==> src/rtl/tune_pkg.sv <==
// Shared note encoding, pitch tables and FSM state type for the tune player.
package tune_pkg;

  localparam int NOTE_W = 6;
  localparam logic [NOTE_W-1:0] REST_CODE = 6'd0;
  localparam logic [NOTE_W-1:0] END_CODE  = 6'd63;

  typedef enum logic [2:0] {
    ST_IDLE,
    ST_FETCH,
    ST_WAIT,
    ST_PLAY,
    ST_DONE
  } state_t;

  typedef struct packed {
    logic [2:0] octave;
    logic [3:0] semi;
  } note_dec_t;

  // Inner divider reload per semitone; half-period = (base+1) * octave scale.
  function automatic logic [8:0] semi_base(input logic [3:0] semi);
    case (semi)
      4'd0:    return 9'd511;
      4'd1:    return 9'd482;
      4'd2:    return 9'd455;
      4'd3:    return 9'd430;
      4'd4:    return 9'd405;
      4'd5:    return 9'd383;
      4'd6:    return 9'd361;
      4'd7:    return 9'd341;
      4'd8:    return 9'd322;
      4'd9:    return 9'd303;
      4'd10:   return 9'd286;
      4'd11:   return 9'd270;
      default: return 9'd511;
    endcase
  endfunction

  function automatic note_dec_t div12(input logic [NOTE_W-1:0] code);
    note_dec_t d;
    d.octave = 3'(code / 6'd12);
    d.semi   = 4'(code % 6'd12);
    return d;
  endfunction

  function automatic logic [7:0] octave_top(input logic [2:0] octave);
    return 8'(8'd255 >> octave);
  endfunction

endpackage

==> src/rtl/song_rom.sv <==
// Song tables with a one-cycle registered read; unprogrammed slots read END_CODE.
module song_rom
  import tune_pkg::*;
#(
  parameter int ADDR_W    = 8,
  parameter int NUM_SONGS = 2,
  parameter int SONG_W    = 1
) (
  input  logic              clk,
  input  logic [SONG_W-1:0] song,
  input  logic [ADDR_W-1:0] addr,
  output logic [NOTE_W-1:0] code
);

  function automatic logic [NOTE_W-1:0] lookup(input int s, input int a);
    if (s >= NUM_SONGS) return END_CODE;
    case (s)
      0: begin
        case (a)
          0:       return 6'd13;
          1:       return REST_CODE;
          2:       return 6'd25;
          default: return END_CODE;
        endcase
      end
      // Song 1 fills eight steps with no end marker, so short address spaces wrap out.
      1: begin
        case (a)
          0:       return 6'd1;
          1:       return 6'd12;
          2:       return REST_CODE;
          3:       return 6'd24;
          4:       return 6'd36;
          5:       return 6'd48;
          6:       return 6'd60;
          7:       return 6'd2;
          default: return END_CODE;
        endcase
      end
      default: return END_CODE;
    endcase
  endfunction

  always_ff @(posedge clk) begin
    code <= lookup(int'(song), int'(addr));
  end

endmodule

==> src/rtl/tune_player.sv <==
// Multi-song square-wave tune player with start/stop, loop and done pulse.
// Optional TUNE_PLAYER_TRANSPOSE_EN adds a signed transpose input.
module tune_player
  import tune_pkg::*;
#(
  parameter int ADDR_W    = 8,
  parameter int NUM_SONGS = 2,
  parameter int TEMPO_DIV = 4194304,
  parameter int GAP_TICKS = 262144,
  localparam int SONG_W   = (NUM_SONGS > 1) ? $clog2(NUM_SONGS) : 1
) (
  input  logic              clk,
  input  logic              rst_n,
  input  logic              start,
  input  logic              stop,
  input  logic [SONG_W-1:0] song_sel,
  input  logic              loop,
`ifdef TUNE_PLAYER_TRANSPOSE_EN
  input  logic signed [3:0] transpose,
`endif
  output logic              speaker,
  output logic              busy,
  output logic              done,
  output logic [ADDR_W-1:0] cur_addr,
  output logic [NOTE_W-1:0] cur_note
);

  localparam int STEP_W = $clog2(TEMPO_DIV);

  state_t            state;
  logic [SONG_W-1:0] song_q;
  logic [NOTE_W-1:0] rom_code;
  logic [NOTE_W-1:0] fetched;
  logic [STEP_W-1:0] step_cnt;
  logic [8:0]        note_cnt;
  logic [7:0]        oct_cnt;
  note_dec_t         dec;
  logic [8:0]        base;
  logic [7:0]        oct_top;
  logic              gated;
  logic              step_end;

  song_rom #(
    .ADDR_W    (ADDR_W),
    .NUM_SONGS (NUM_SONGS),
    .SONG_W    (SONG_W)
  ) u_rom (
    .clk  (clk),
    .song (song_q),
    .addr (cur_addr),
    .code (rom_code)
  );

`ifdef TUNE_PLAYER_TRANSPOSE_EN
  int shifted;
  always_comb begin
    fetched = rom_code;
    shifted = 0;
    if (rom_code != REST_CODE && rom_code != END_CODE) begin
      shifted = int'(rom_code) + int'(transpose);
      if (shifted < 1)       fetched = 6'd1;
      else if (shifted > 62) fetched = 6'd62;
      else                   fetched = 6'(shifted);
    end
  end
`else
  always_comb begin
    fetched = rom_code;
  end
`endif

  always_comb begin
    dec      = div12(cur_note);
    base     = semi_base(dec.semi);
    oct_top  = octave_top(dec.octave);
    gated    = (step_cnt < STEP_W'(GAP_TICKS)) || (cur_note == REST_CODE);
    step_end = (step_cnt == STEP_W'(TEMPO_DIV - 1));
  end

  always_ff @(posedge clk or negedge rst_n) begin
    if (!rst_n) begin
      state    <= ST_IDLE;
      song_q   <= '0;
      cur_addr <= '0;
      cur_note <= '0;
      step_cnt <= '0;
      note_cnt <= '0;
      oct_cnt  <= '0;
      speaker  <= 1'b0;
      busy     <= 1'b0;
      done     <= 1'b0;
    end else begin
      done <= 1'b0;
      if (stop) begin
        state    <= ST_IDLE;
        cur_addr <= '0;
        cur_note <= '0;
        step_cnt <= '0;
        note_cnt <= '0;
        oct_cnt  <= '0;
        speaker  <= 1'b0;
        busy     <= 1'b0;
      end else begin
        case (state)
          ST_IDLE, ST_DONE: begin
            if (start) begin
              song_q   <= song_sel;
              cur_addr <= '0;
              busy     <= 1'b1;
              state    <= ST_FETCH;
            end
          end
          ST_FETCH: begin
            speaker <= 1'b0;
            state   <= ST_WAIT;
          end
          ST_WAIT: begin
            cur_note <= fetched;
            step_cnt <= '0;
            note_cnt <= '0;
            oct_cnt  <= '0;
            if (fetched != END_CODE) begin
              state <= ST_PLAY;
            end else if (loop) begin
              cur_addr <= '0;
              state    <= ST_FETCH;
            end else begin
              busy  <= 1'b0;
              done  <= 1'b1;
              state <= ST_DONE;
            end
          end
          ST_PLAY: begin
            step_cnt <= step_cnt + 1'b1;
            // Silent cycles keep the dividers preloaded so the first edge lands a full half-period after the gap.
            if (gated) begin
              speaker  <= 1'b0;
              note_cnt <= base;
              oct_cnt  <= oct_top;
            end else if (note_cnt == '0) begin
              note_cnt <= base;
              if (oct_cnt == '0) begin
                oct_cnt <= oct_top;
                speaker <= ~speaker;
              end else begin
                oct_cnt <= oct_cnt - 1'b1;
              end
            end else begin
              note_cnt <= note_cnt - 1'b1;
            end
            if (step_end) begin
              speaker <= 1'b0;
              if (!(&cur_addr)) begin
                cur_addr <= cur_addr + 1'b1;
                state    <= ST_FETCH;
              end else if (loop) begin
                cur_addr <= '0;
                state    <= ST_FETCH;
              end else begin
                busy  <= 1'b0;
                done  <= 1'b1;
                state <= ST_DONE;
              end
            end
          end
          default: state <= ST_IDLE;
        endcase
      end
    end
  end

endmodule

==> config.mk <==
export PLATFORM = sky130hd
export DESIGN_NAME = tune_player
export DESIGN_NICKNAME = d
export VERILOG_FILES = /design/src/rtl/tune_pkg.sv /design/src/rtl/song_rom.sv /design/src/rtl/tune_player.sv
export SDC_FILE = /design/constraint.sdc
export NUM_CORES = 1
export LEC_CHECK = 0
export ABC_AREA = 1
export CORE_ASPECT_RATIO = 0.5
export CORE_UTILIZATION = 50
export DETAILED_ROUTE_END_ITERATION = 8
export GPL_TIMING_DRIVEN = 0
export PLACE_DENSITY = 0.64
export REMOVE_ABC_BUFFERS = 1
export SLEW_MARGIN = 20
export SYNTH_ARGS = -nofsm -noshare
export SYNTH_HDL_FRONTEND = slang
export SYNTH_HIERARCHICAL = 1
export SYNTH_SLANG_ARGS = --single-unit
export TNS_END_PERCENT = 20
==> constraint.sdc <==
create_clock -name clk -period 2.55 [get_ports clk]
set_input_delay 0.51 -clock clk [delete_from_list [all_inputs] [get_ports clk]]
set_output_delay 0.51 -clock clk [all_outputs]
set_load 0.01 [all_outputs]
Yosys cells after proc, flatten, opt, wreduce, memory -nomap -nowiden
Memories as Yosys holds them, arrays and structs flattened.
Index checks and enable logic that the tools add are counted.
{ "classes": {"addsub": 4, "div_mod_pow": 2, "n_lt_le_gt_ge": 1, "n_eq_ne": 15, "shift": 1, "mux": 49, "bitwise": 3, "n_reduce_logical": 19} }
{ "op_table": {"columns": ["op", "n"], "rows": [
  ["8-bit two-way mux", 10],
  ["22-bit case mux with 2 select lines", 1],
  ["9-bit two-way mux", 3],
  ["8-bit case mux with 3 select lines", 1],
  ["22-bit by 1-bit adder with 22-bit output (second input constant)", 1],
  ["22-bit == test (second input constant)", 1],
  ["22-bit by 19-bit less-than comparator with 1-bit output (second input constant)", 1],
  ["22-bit two-way mux", 1],
  ["3-bit two-way mux", 6],
  ["6-bit two-way mux", 3],
  ["6-bit case mux with 3 select lines", 1],
  ["9-bit case mux with 2 select lines", 1],
  ["8-bit logical NOT", 2],
  ["1-bit two-way mux", 16],
  ["8-bit case mux with 2 select lines", 1],
  ["3-bit != test (second input constant)", 4],
  ["3-bit case mux with 4 select lines", 1],
  ["6-bit case mux with 2 select lines", 1],
  ["5-bit != test (second input constant)", 2],
  ["9-bit logical NOT", 1],
  ["9-bit by 1-bit subtractor with 9-bit output (second input constant)", 1],
  ["8-bit by 1-bit adder with 8-bit output (second input constant)", 1],
  ["8-bit by 1-bit == test with 1-bit output (second input constant)", 1],
  ["8-bit by 2-bit == test with 1-bit output (second input constant)", 1],
  ["25 further kinds", 32]
]} }
{ "totals": {"reg_bits": 66, "romBits": 176, "in_bits": 6, "out_inout_bits": 17, "memories": 2} }
{ "memory_table": {"columns": ["memory", "depth", "word_bits", "read_ports", "rd_ports_with_merged_regs", "wr", "line_no", "rtl"], "rows": [
  ["(name not given)", 16, 8, 1, 0, 0, "tune_pkg.sv:23", "case (semi)"],
  ["(name not given)", 8, 6, 1, 0, 0, "song_rom.sv:28", "case (a)"]
]} }

Depth between registers and ports, before layout
Gate-level depths: netlist of the first run.
{ "logic_depth": {"ltp_word": 7, "mapped_depth": 13, "ltp_nobuf": 13} }

Cells and area by module
The synthesis of the first run kept the hierarchy.
{ "modules_own_cells": {"columns": ["mod", "n_inst", "cells_per_inst", "area_each_um2"], "rows": [
  ["tune_player", 1, 534, 3940.0],
  ["song_rom", 1, 62, 416.6]
]} }

Worst setup path before layout of the first run
No wires, ideal clock.
{ "synth_timing": {"path_type": "register to register", "start": "register cur_note[0]", "end": "register note_cnt[4]", "setup_ns": 0.116, "arrival_ns": 1.699, "required_ns": 2.434, "slack_ns": 0.735, "stages_incl_launch_ff": 13, "path_buffers": 0, "cell_sequence": "dfrtp_1 > inv_1 > ha_1 > inv_1 > nor3_1 > nand3_1 > nand2_1 > nor2_2 > inv_1 > o21ai_0 > inv_1 > nand2_1 > nand2_1"} }
{ "synth_between": {"elab_chain_len": 6} }
{ "synth_lines": {"columns": ["item", "line_no", "rtl"], "rows": [
  ["start: declaration", "tune_player.sv:25", "output logic [NOTE_W-1:0] cur_note"],
  ["start signal: assignment", "tune_player.sv:118", "cur_note <= fetched;"],
  ["6-bit by 4-bit remainder unit with 6-bit output", "tune_pkg.sv:43", "d.semi = 4'(code % 6'd12);"],
  ["memory 16 x 8 bit", null, null],
  ["9-bit two-way mux", "tune_player.sv:140", "end else if (note_cnt == '0) begin"],
  ["9-bit two-way mux (*)", "tune_player.sv:136", "if (gated) begin"],
  ["9-bit case mux with 2 select lines (*)", "tune_player.sv:104", "case (state)"],
  ["9-bit two-way mux (*)", "tune_player.sv:94", "if (stop) begin"],
  ["end signal: assignment", "tune_player.sv:138", "note_cnt <= base;"],
  ["end signal: assignment", "tune_player.sv:141", "note_cnt <= base;"],
  ["end signal: assignment", "tune_player.sv:149", "note_cnt <= note_cnt - 1'b1;"],
  ["end: declaration", "tune_player.sv:35", "logic [8:0] note_cnt;"]
]} }
Every way passes the cells marked *; elsewhere a longest branch is shown, timed or not.
A chain may end at the register's enable or synchronous reset.

Worst setup path in the final report of the first run
{ "layout_timing": {"start": "input port stop", "end": "register oct_cnt[1]"} }
{ "layout_between": {"elab_chain_len": 2} }
{ "layout_lines": {"columns": ["item", "line_no", "rtl"], "rows": [
  ["start: declaration", "tune_player.sv:15", "input logic stop,"],
  ["4-bit != test (no line) / 3-bit nonzero test (equally long branches)", null, null],
  ["2-bit AND reduction (no line)", null, null],
  ["end signal: assignment", "tune_player.sv:139", "oct_cnt <= oct_top;"],
  ["end signal: assignment", "tune_player.sv:143", "oct_cnt <= oct_top;"],
  ["end signal: assignment", "tune_player.sv:146", "oct_cnt <= oct_cnt - 1'b1;"],
  ["end: declaration", "tune_player.sv:36", "logic [7:0] oct_cnt;"]
]} }
Several ways; a longest one is shown, not always the timed one.

==> metrics.yaml, run 1 <==
status:
  outcome: "complete, no violations"
synthesis:
  ys_warn_count: 6
  async_flop_share_pct: 90.9
  synth_ff_type: "dfrtp_1"
  yosysSeqAreaShare_pct: 37.2
  synth_area_leaders: "dfrtp_1 34%, nand2_1 11%, o21ai_0 7.2%, inv_1 6.7%, nand3_1 5.6%"
  yosysTopAreaCell: "dfrtp_1"
  synth_edf_count: 0
  synthesis.instances: 596
  avgSynthCellArea_um2: 7.31
  netlist-cell-type-count: 41
  synth-seq-cells: 66
  yosys.area.top_type_share_pct: 34.5
  netlist_area_mm2: 0.00436
final_layout:
  design_area_mm2: 0.00500
  drive_gt1_share_pct: 11.8
  nets: 644
  final_cells: 740
  antenna_cells: 0
  final_cell_mix: "127 x nand2_1, 78 x inv_1, 63 x o21ai_0"
  mostFrequentLayoutCell: "nand2_1"
  syn_to_final_growth_pct: 14.8
timing:
  max_freq_ghz: 0.416
  hold_violations: 0
  max-slew-margin-rel_pct: 61.5
  setup_viol: 0
  clock_skew_ns: 0.00595
  finalCritPeriodShare_pct: 94.3
  worstMarginPinSlew_ns: 0.577
  rsz0062_at_grt: "no"
  min_period_ns: 2.40
  drv_slew: 0
clocking:
  cts_made_buffers: 9
  cts_tree: "built"
  htreeDepth: 3
  cts_setup_buffers: 0
  cts.path.max_buffers: 2
  clk_latency_ns: 0.33
  hold_buffers: 0
  clock_sinks: 66
  cts_root_buf: "clkbuf_16"
  clkSlewWorstSetupHoldPaths_ns: 0.05
global_routing:
  grt_pass1_vias: 3564
  grt_pass1_wl_mm: 17.4
  gr-usage-all-layers_pct: 24.7
  overflow: 0
  grt_max_degree: 43
  antenna_found_initial: 0
drt:
  met2_length_mm: 4.21
  routed.top_layer: "met4"
  vias: 3904
  avgViaCountPerCell: 5.28
  drtPass1Iterations: 4
  met1Wirelength_mm: 5.39
  remaining_drc_errors: 0
  drt_iter0_markers: 247
  drtAntennaViolNets: 0
  drt_wl_total_mm: 10.1
  post_drt_wl_per_cell_um: 13.7
  routed-wl-met3_um: 461
pwr:
  pwr-share-clk_pct: 32.4
  power.density_mw_per_mm2: 750
  p_leak_nw: 2.26
  p_sw_w: 0.00137
  pwr-share-comb_pct: 33.2
  seq_power_share_pct: 34.4
  intPower_w: 0.00238
  sw_frac_of_total_pct: 36.7
  ir_drop_v: 0.000453
critical_path:
  path_class: "in -> reg"
  cp-start-kind: "input port"
  end_kind: "flop"
  cp.arrival_ns: 2.64
  path_max_fanout: 20
  required_ns: 2.79
  r2r_cells: 9
placement:
  port_buffers: 22
  dp.cells: 725
  dpl.hpwl_mm: 7.32
  dpl_cell_area_mm2: 0.00471
  gp_congestion: 0.856
floorplanning:
  core-area_mm2: 0.00823
  die_x_um: 134
  rows: 23
  die-area_mm2: 0.00911
  fp.dieH_um: 68.0
  initial_utilization_pct: 52.9
  io_pins: 23
run:
  max-cap-violations: 0
min_path:
  hold_path.class: "in -> async"
metal layers:
layer  track usage [%]  up-vias
met5                 0        -
met4              6.46        0
met3              5.56        7
met2              38.0       81
met1              35.1     1792
li1                  -     2024
kinds of logic after synthesis:
group           after synthesis  share of synthesized area (%)
compound gates              129                           16.8
xor+xnor                     14                           2.81
flops                        66                           37.2
buf+inv                      98                           8.67
mux                           1                          0.258
simple gates                274                           30.2
fa+ha+maj                    14                           4.02
worst max-delay path: stages:
cell             delay, ns
clkdlybuf4s50_1       0.60
nor2_4                0.26
nand2_2               0.27
inv_2                 0.42
nand2_2               0.15
nand2_2               0.15
inv_2                 0.08
o21ai_0               0.18
layout make-up:
cell class,instances,area (um2)
clock buffers,12,246
clock inverters,3,40.0
fillers,799,3230
inverters,92,348
multi-input cells,432,2360
flip-flops and latches,66,1620
well taps,112,140
repair buffers,23,245
flip-flops by register name, indices dropped and copies added (netlist names):
register	count
busy	1
oct_cnt	8
cur_note	6
step_cnt	22
note_cnt	9
state	3
speaker	1
song_q	1
u_rom/code	6
cur_addr	8
done	1
synthesized netlist by cell type (8+ instances only):
cell type / n
nand4_1: 9
inv_2: 12
o21ai_0: 63
nand2_1: 127
inv_1: 78
ha_1: 14
dfrtp_1: 60
xor2_1: 11
nor2_1: 39
nor3_1: 12
a21oi_1: 24
nand2_2: 12
o21ai_1: 10
nand3_1: 49
nor2_2: 8
o22ai_1: 12
through the flow:
step,util (%),power (W),setup WS (ns),hold slack [ns],TNS (ns)
2_1_floorplan,-,0.00221,0.735,0.214,0
3_3_place_gp,56.9,0.00253,-1.16,0.465,-79.33
3_5_place_dp,57.2,0.00254,-0.563,0.412,-9.17
4_1_cts,60.7,0.00377,0.0733,0.0585,0
5_1_grt,60.8,0.00401,0.0283,0.0690,0
6_report,60.8,0.00375,0.147,0.0591,0
what timing repair did:
action                                  in CTS  in global routing
endpoints found under the setup margin      12                  6
hold endpoints to repair                     0                  0
resized for setup                            1                  1
power by group through the flow:
stage	Clock (W)	Sequential [W]	Combinational (W)
floorplan	0	0.00129	0.000915
global placement	0	0.00131	0.00122
detailed placement	0	0.00131	0.00123
CTS	0.00123	0.00129	0.00124
global route	0.00128	0.00131	0.00142
finish	0.00122	0.00129	0.00124
path summary, 6_finish.rpt:
| kind | from | endpoint | slack [ns] |
|---|---|---|---|
| worst max-delay path | stop | oct_cnt[1] | 0.15 |
| worst min-delay path | rst_n | step_cnt[6] | 0.06 |
| worst max register to register | state[2] | oct_cnt[1] | 0.30 |
| worst min register to register | u_rom/code[5] | cur_note[5] | 0.47 |
| max in group asynchronous | rst_n | song_q | 1.99 |
| min in group clk | u_rom/code[5] | cur_note[5] | 0.47 |
No activity file was read; power rests on OpenSTA's default activity.
==> inputs of run 2 (changes only) <==
--- a/config.mk
+++ b/config.mk
@@ -9,8 +9,9 @@
 export CORE_ASPECT_RATIO = 0.5
 export CORE_UTILIZATION = 50
 export DETAILED_ROUTE_END_ITERATION = 8
+export DONT_BUFFER_PORTS = 1
 export GPL_TIMING_DRIVEN = 0
-export PLACE_DENSITY = 0.64
+export PLACE_DENSITY = 0.61
 export REMOVE_ABC_BUFFERS = 1
 export SLEW_MARGIN = 20
 export SYNTH_ARGS = -nofsm -noshare
==> run 2 against run 1 <==
  * Worst hold slack got worse by 0.026 ns
  * Critical endpoint is now oct_cnt[5]
  * Core utilization decreased by 2.8 points
  * Sequential share of layout area is 1.5 points higher
  * Largest cell class unchanged
  * Critical path depth rose by 1
  * First-iteration DRC count down 40%
==> metrics.yaml, run 2 (same netlist as run 1, synthesis figures left out) <==
status:
  outcome: "complete, no violations"
floorplanning:
  io_pins: 23  # unchanged
  die-area_mm2: 0.00911  # unchanged
  fp.dieH_um: 68.0  # unchanged
  die_x_um: 134  # unchanged
  rows: 23  # unchanged
  core-area_mm2: 0.00823  # unchanged
  initial_utilization_pct: 52.9  # unchanged
final_layout:
  final_cells: 719  # -2.8%
  biggestRegsByFlops: "step_cnt (22), note_cnt (9)"
  regArea_mm2: 0.00162  # unchanged
  multi_input_area_mm2: 0.00236  # unchanged
  mostFrequentLayoutCell: "nand2_1"
  drive_gt1_share_pct: 12.2  # +0.41 points
  syn_to_final_growth_pct: 9.65
  final_cell_mix: "127 x nand2_1, 78 x inv_1, 63 x o21ai_0"
  regMostFlops: "step_cnt"
  largest_reg_flops: 22  # unchanged
  fillers: 807  # +1.0%
  antenna_cells: 0  # unchanged
  nets: 622  # -3.4%
critical_path:
  cp.arrival_ns: 2.50  # -0.14 ns
  path_max_fanout: 20  # unchanged
  worst-r2r-setup-slack_ns: 0.29  # about the same
  r2r_cells: 9  # unchanged
  cp-start-kind: "flop"
  cp_num_buf_inv: 3  # unchanged
  path_class: "reg -> reg"
  required_ns: 2.79  # about the same
  r2r-end: "oct_cnt[5]"
  crit_end: "oct_cnt[5]"
  reg2reg_from: "state[2]"
  crit_chain: "nor2_4 -> inv_2 -> nor2_4 -> nand2_2 -> inv_2 -> nand2_2 -> nand2_2 -> inv_2 -> o21ai_0"
  slowest_delay_ns: 0.43  # -0.17 ns
  critPathLaunch: "state[2]"
  end_kind: "flop"
  crit_slowest_cell: "dfrtp_1"
  timing.critical_path.max_delay_family: "simple AND/OR/NAND/NOR gates"
  path_depth: 9  # +1
drt:
  drtAntennaViolNets: 0  # unchanged
  post_drt_wl_per_cell_um: 13.8  # +0.72%
  avgViaCountPerCell: 5.31  # +0.57%
  drt_wl_total_mm: 9.91  # -2.1%
  vias: 3815  # -2.3%
  drt_iter0_markers: 147  # -40%
  drtPass1Iterations: 4  # unchanged
  remaining_drc_errors: 0  # unchanged
placement:
  port_buffers: 0  # -100%
  pre_cts_ws_ns: 0.113  # +0.676 ns
  dpl.hpwl_mm: 7.20  # -1.7%
  dp.cells: 702  # -3.2%
  gp_congestion: 0.820  # -4.2%
global_routing:
  antenna_found_initial: 0  # unchanged
  grt_pass1_vias: 3522  # -1.2%
  overflow: 0  # unchanged
  gr-usage-all-layers_pct: 24.3  # -0.44 points
  grt_pass1_wl_mm: 17.0  # -2.4%
  grt_max_degree: 61  # +42%
pwr:
  ir_drop_v: 0.000385  # -15%
  power.density_mw_per_mm2: 758  # +1.1%
  p_leak_nw: 2.18  # -3.7%
  fin_total_pwr_w: 0.00362  # -3.5%
clocking:
  clkSlewWorstSetupHoldPaths_ns: 0.06  # about the same
  cts_made_buffers: 9  # unchanged
  cts_root_buf: "clkbuf_16"
  cts_tree: "built"
  clk_latency_ns: 0.33  # about the same
  cts.path.max_buffers: 2  # unchanged
  htreeDepth: 3  # unchanged
  clock_sinks: 66  # unchanged
timing:
  finalWorstSetupSlack_ns: 0.292  # +0.145 ns
  max_freq_ghz: 0.443  # +6.4%
  fin_tns_setup_ns: 0  # unchanged
  min_period_ns: 2.26  # -0.145 ns
  setup_viol: 0  # unchanged
  clock_skew_ns: 0.00515  # -0.000802 ns
  hold_violations: 0  # unchanged
  finalCritPeriodShare_pct: 88.6  # -5.7 points
  drv_slew: 0  # unchanged
  rsz0062_at_grt: "no"
  worstMarginPinSlew_ns: 0.568  # -0.00931 ns
  max-slew-margin-rel_pct: 62.1  # +0.62 points
run:
  max-cap-violations: 0  # unchanged
min_path:
  hold_path.class: "in -> async"
[run 2: cell count changes in the layout (fill, tap and decap cells not counted)]
cell / delta
clkdlybuf4s50_1: -21
clkinvlp_4: +1
buf_4: -1
bufinv_16: -1
clkbuf_8: +1
[run 2: report_power, final]
group | switching (W) | internal, W | total [W]
clock network | 0.000444 | 0.000706 | 0.00115
registers | 0.000125 | 0.00118 | 0.00130
logic | 0.000787 | 0.000377 | 0.00116
total | 0.00136 | 0.00226 | 0.00362
[run 2: final cells by class]
cell class | instances | area share [%]
Timing Repair Buffer | 1 | 0.576
Clock inverter | 3 | 0.314
Clock buffer | 13 | 5.45
Sequential cell | 66 | 33.9
Inverter | 92 | 7.33
Tap cell | 112 | 2.93
Multi-Input combinational cell | 432 | 49.5
[run 2: metal layers]
metal  track usage, %  vias to the layer above  share of wire (%)
li1                 -                     1978                  -
met1             33.2                     1746                 51
met2             37.8                       85                 42
met3             6.67                        6                5.8
met4             7.02                        0               0.88
met5                0                        -                  0
[run 2: through the flow]
| step | hold slack (ns) | cell area (um2) | util, % |
|---|---|---|---|
| 2_1_floorplan | 0.214 | 4330 | - |
| 3_3_place_gp | 0.216 | 4470 | 54.3 |
| 3_5_place_dp | 0.216 | 4470 | 54.3 |
| 4_1_cts | 0.0564 | 4770 | 57.9 |
| 5_1_grt | 0.0657 | 4780 | 58.0 |
| 6_report | 0.0330 | 4780 | 58.0 |
[run 2: how the worst min path moves through the flow]
| stage | slack (ns) | depth (start not counted) | endpoint | from |
|---|---|---|---|---|
| detailed placement | 0.22 | 0 | step_cnt[7] | rst_n |
| CTS | 0.06 | 1 | step_cnt[3] | rst_n |
| global placement | 0.22 | 0 | step_cnt[7] | rst_n |
| finish | 0.03 | 1 | step_cnt[7] | rst_n |
| global route | 0.07 | 1 | step_cnt[7] | rst_n |
| floorplan | 0.21 | 0 | busy | rst_n |
[run 2: what timing repair did]
item                                   in CTS  in global routing
setup endpoints to repair                   0                  9
endpoints found under the hold margin      60                  0
hold buffers                                1                  0
resized for setup                           0                  2
setup buffers                               0                  0
==> inputs of run 3 (changes only) <==
--- a/config.mk
+++ b/config.mk
@@ -12,6 +12,7 @@
 export DONT_BUFFER_PORTS = 1
 export GPL_TIMING_DRIVEN = 0
 export PLACE_DENSITY = 0.61
+export RECOVER_POWER = 25
 export REMOVE_ABC_BUFFERS = 1
 export SLEW_MARGIN = 20
 export SYNTH_ARGS = -nofsm -noshare
==> run 3 against run 2 <==
  * Sequential share of layout area is 0.16 points higher
  * Wire length is 0.24% higher
  * Core utilization is 0.27 points lower
  * Via count is 0.13% lower
  * Sequential power hardly changed
  * Highest routed layer unchanged
  * Critical path type unchanged
  * The flow now finishes with violations (max-capacitance violations, max-slew violations)
  * Combinational power hardly changed
  * Largest cell class unchanged
==> metrics.yaml, run 3 (same netlist as run 1, synthesis figures left out) <==
status:
  outcome: "finished, violations left"
  failed_checks: "max-capacitance violations, max-slew violations"
floorplanning:
  core-area_mm2: 0.00823  # unchanged
  die_x_um: 134  # unchanged
  fp.dieH_um: 68.0  # unchanged
  initial_utilization_pct: 52.9  # unchanged
  rows: 23  # unchanged
  io_pins: 23  # unchanged
  die-area_mm2: 0.00911  # unchanged
critical_path:
  path_max_fanout: 20  # unchanged
  cp_num_buf_inv: 3  # unchanged
  critPathLaunch: "state[2]"
  path_depth: 9  # unchanged
  crit_slowest_cell: "dfrtp_1"
  cp.arrival_ns: 2.50  # about the same
  timing.critical_path.max_delay_family: "simple AND/OR/NAND/NOR gates"
  cp-start-kind: "flop"
  end_kind: "flop"
  crit_chain: "nor2_4 -> inv_2 -> nor2_4 -> nand2_2 -> inv_2 -> nand2_2 -> nand2_2 -> inv_2 -> o21ai_0"
  r2r_cells: 9  # unchanged
  required_ns: 2.79  # about the same
  path_class: "reg -> reg"
  reg2reg_from: "state[2]"
  slowest_delay_ns: 0.43  # about the same
final_layout:
  biggestRegsByFlops: "step_cnt (22), note_cnt (9)"
  syn_to_final_growth_pct: 9.13
  multi_input_area_mm2: 0.00236  # unchanged
  design_area_mm2: 0.00475  # -0.47%
  regMostFlops: "step_cnt"
  nets: 622  # unchanged
  fillers: 810  # +0.37%
  final_cell_mix: "127 x nand2_1, 78 x inv_1, 63 x o21ai_0"
  regArea_mm2: 0.00162  # unchanged
  fin_util_pct: 57.8  # -0.27 points
  mostFrequentLayoutCell: "nand2_1"
  largest_reg_flops: 22  # unchanged
  antenna_cells: 0  # unchanged
  drive_gt1_share_pct: 12.2  # unchanged
drt:
  met2_length_mm: 4.17  # about the same
  post_drt_wl_per_cell_um: 13.8  # +0.24%
  routed-wl-met3_um: 536  # -6.5%
  remaining_drc_errors: 0  # unchanged
  met1Wirelength_mm: 5.14  # +0.94%
  drt_iter0_markers: 191  # +30%
  avgViaCountPerCell: 5.30  # -0.13%
  drt_wl_total_mm: 9.94  # +0.24%
  routed.top_layer: "met4"
  drtPass1Iterations: 5  # +1
  drtAntennaViolNets: 0  # unchanged
  vias: 3810  # -0.13%
clocking:
  clkSlewWorstSetupHoldPaths_ns: 0.05  # about the same
  cts_made_buffers: 9  # unchanged
  clk_latency_ns: 0.33  # about the same
  cts.path.max_buffers: 2  # unchanged
  clock_sinks: 66  # unchanged
  htreeDepth: 3  # unchanged
  cts_tree: "built"
  cts_root_buf: "clkbuf_16"
pwr:
  power.density_mw_per_mm2: 760  # +0.29%
  p_leak_nw: 2.17  # -0.39%
  ir_drop_v: 0.000385  # about the same
placement:
  port_buffers: 0  # unchanged
  gp_congestion: 0.820  # unchanged
  dpl_cell_area_mm2: 0.00447  # unchanged
  pre_cts_ws_ns: 0.113  # unchanged
  dpl.hpwl_mm: 7.20  # unchanged
global_routing:
  antenna_found_initial: 0  # unchanged
  gr-usage-all-layers_pct: 24.3  # unchanged
  grt_pass1_wl_mm: 17.0  # unchanged
  overflow: 0  # unchanged
  grt_max_degree: 61  # unchanged
  grt_pass1_vias: 3522  # unchanged
timing:
  fin_tns_setup_ns: 0  # unchanged
  setup_viol: 0  # unchanged
  rsz0062_at_grt: "no"
  max_freq_ghz: 0.443  # about the same
  hold_violations: 0  # unchanged
  min_period_ns: 2.26  # -0.0000450 ns
  worstMarginPinSlew_ns: 1.52  # +0.951 ns
  finalCritPeriodShare_pct: 88.6  # about the same
  finalWorstSetupSlack_ns: 0.292  # +0.0000450 ns
  max-slew-margin-rel_pct: -1.26  # -63 points
  clock_skew_ns: 0.00538  # +0.000231 ns
  drv_slew: 61  # +61
  whs_ns: 0.288  # +0.255 ns
run:
  max-cap-violations: 1  # +1
min_path:
  hp-start: "stop"
  whs_path_depth: 1
  hold_path.class: "in -> reg"
run 3: cell count changes in the layout (fill, tap and decap cells not counted):
cell / previous run / this run
buf_16: 1 / 0
clkbuf_2: 0 / 1
run 3: worst reg2reg max path, stage by stage, from the launching register on:
cell and delay (ns):
dfrtp_1 0.43, nor2_4 0.23, inv_2 0.09, nor2_4 0.17, nand2_2 0.29, inv_2 0.41
nand2_2 0.15, nand2_2 0.14, inv_2 0.09, o21ai_0 0.17
run 3: what timing repair did:
item | in CTS | in global routing
setup endpoints to repair | 0 | 9
buffers inserted | 0 | 0
hold buffers | 1 | 0
endpoints found under the hold margin | 60 | 0
gates resized for setup | 0 | 2
run 3: metal layers:
metal | up-vias | global-route usage, %
met4 | 0 | 7.02
met3 | 7 | 6.67
met2 | 82 | 37.8
met5 | - | 0
met1 | 1745 | 33.2
li1 | 1976 | -
run 3: layout make-up:
type / count / area share [%]
inverters: 92 / 7.37
flip-flops and latches: 66 / 34.1
repair buffers: 1 / 0.105
clock inverters: 3 / 0.316
well taps: 112 / 2.95
multi-input cells: 432 / 49.7
clock buffers: 13 / 5.47
run 3: final timing paths:
path	endpoint	slack (ns)
max in group asynchronous	cur_addr[6]	1.09
max reg2reg	oct_cnt[5]	0.29
min	state[1]	0.29
max	oct_cnt[5]	0.29
min in group asynchronous	step_cnt[7]	0.54
min reg2reg	cur_note[5]	0.47
run 3: report_power, final:
part	total (W)	internal, W	switching, W
sequential	0.00131	0.00118	0.000126
clock	0.00115	0.000706	0.000442
combinational	0.00116	0.000373	0.000786
run 3: through the flow:
step                      total power [W]  cells
after global placement            0.00245    702
after detailed placement          0.00245    702
after global routing              0.00388    719
after floorplan                   0.00221    590
final                             0.00361    719
after CTS                         0.00363    719
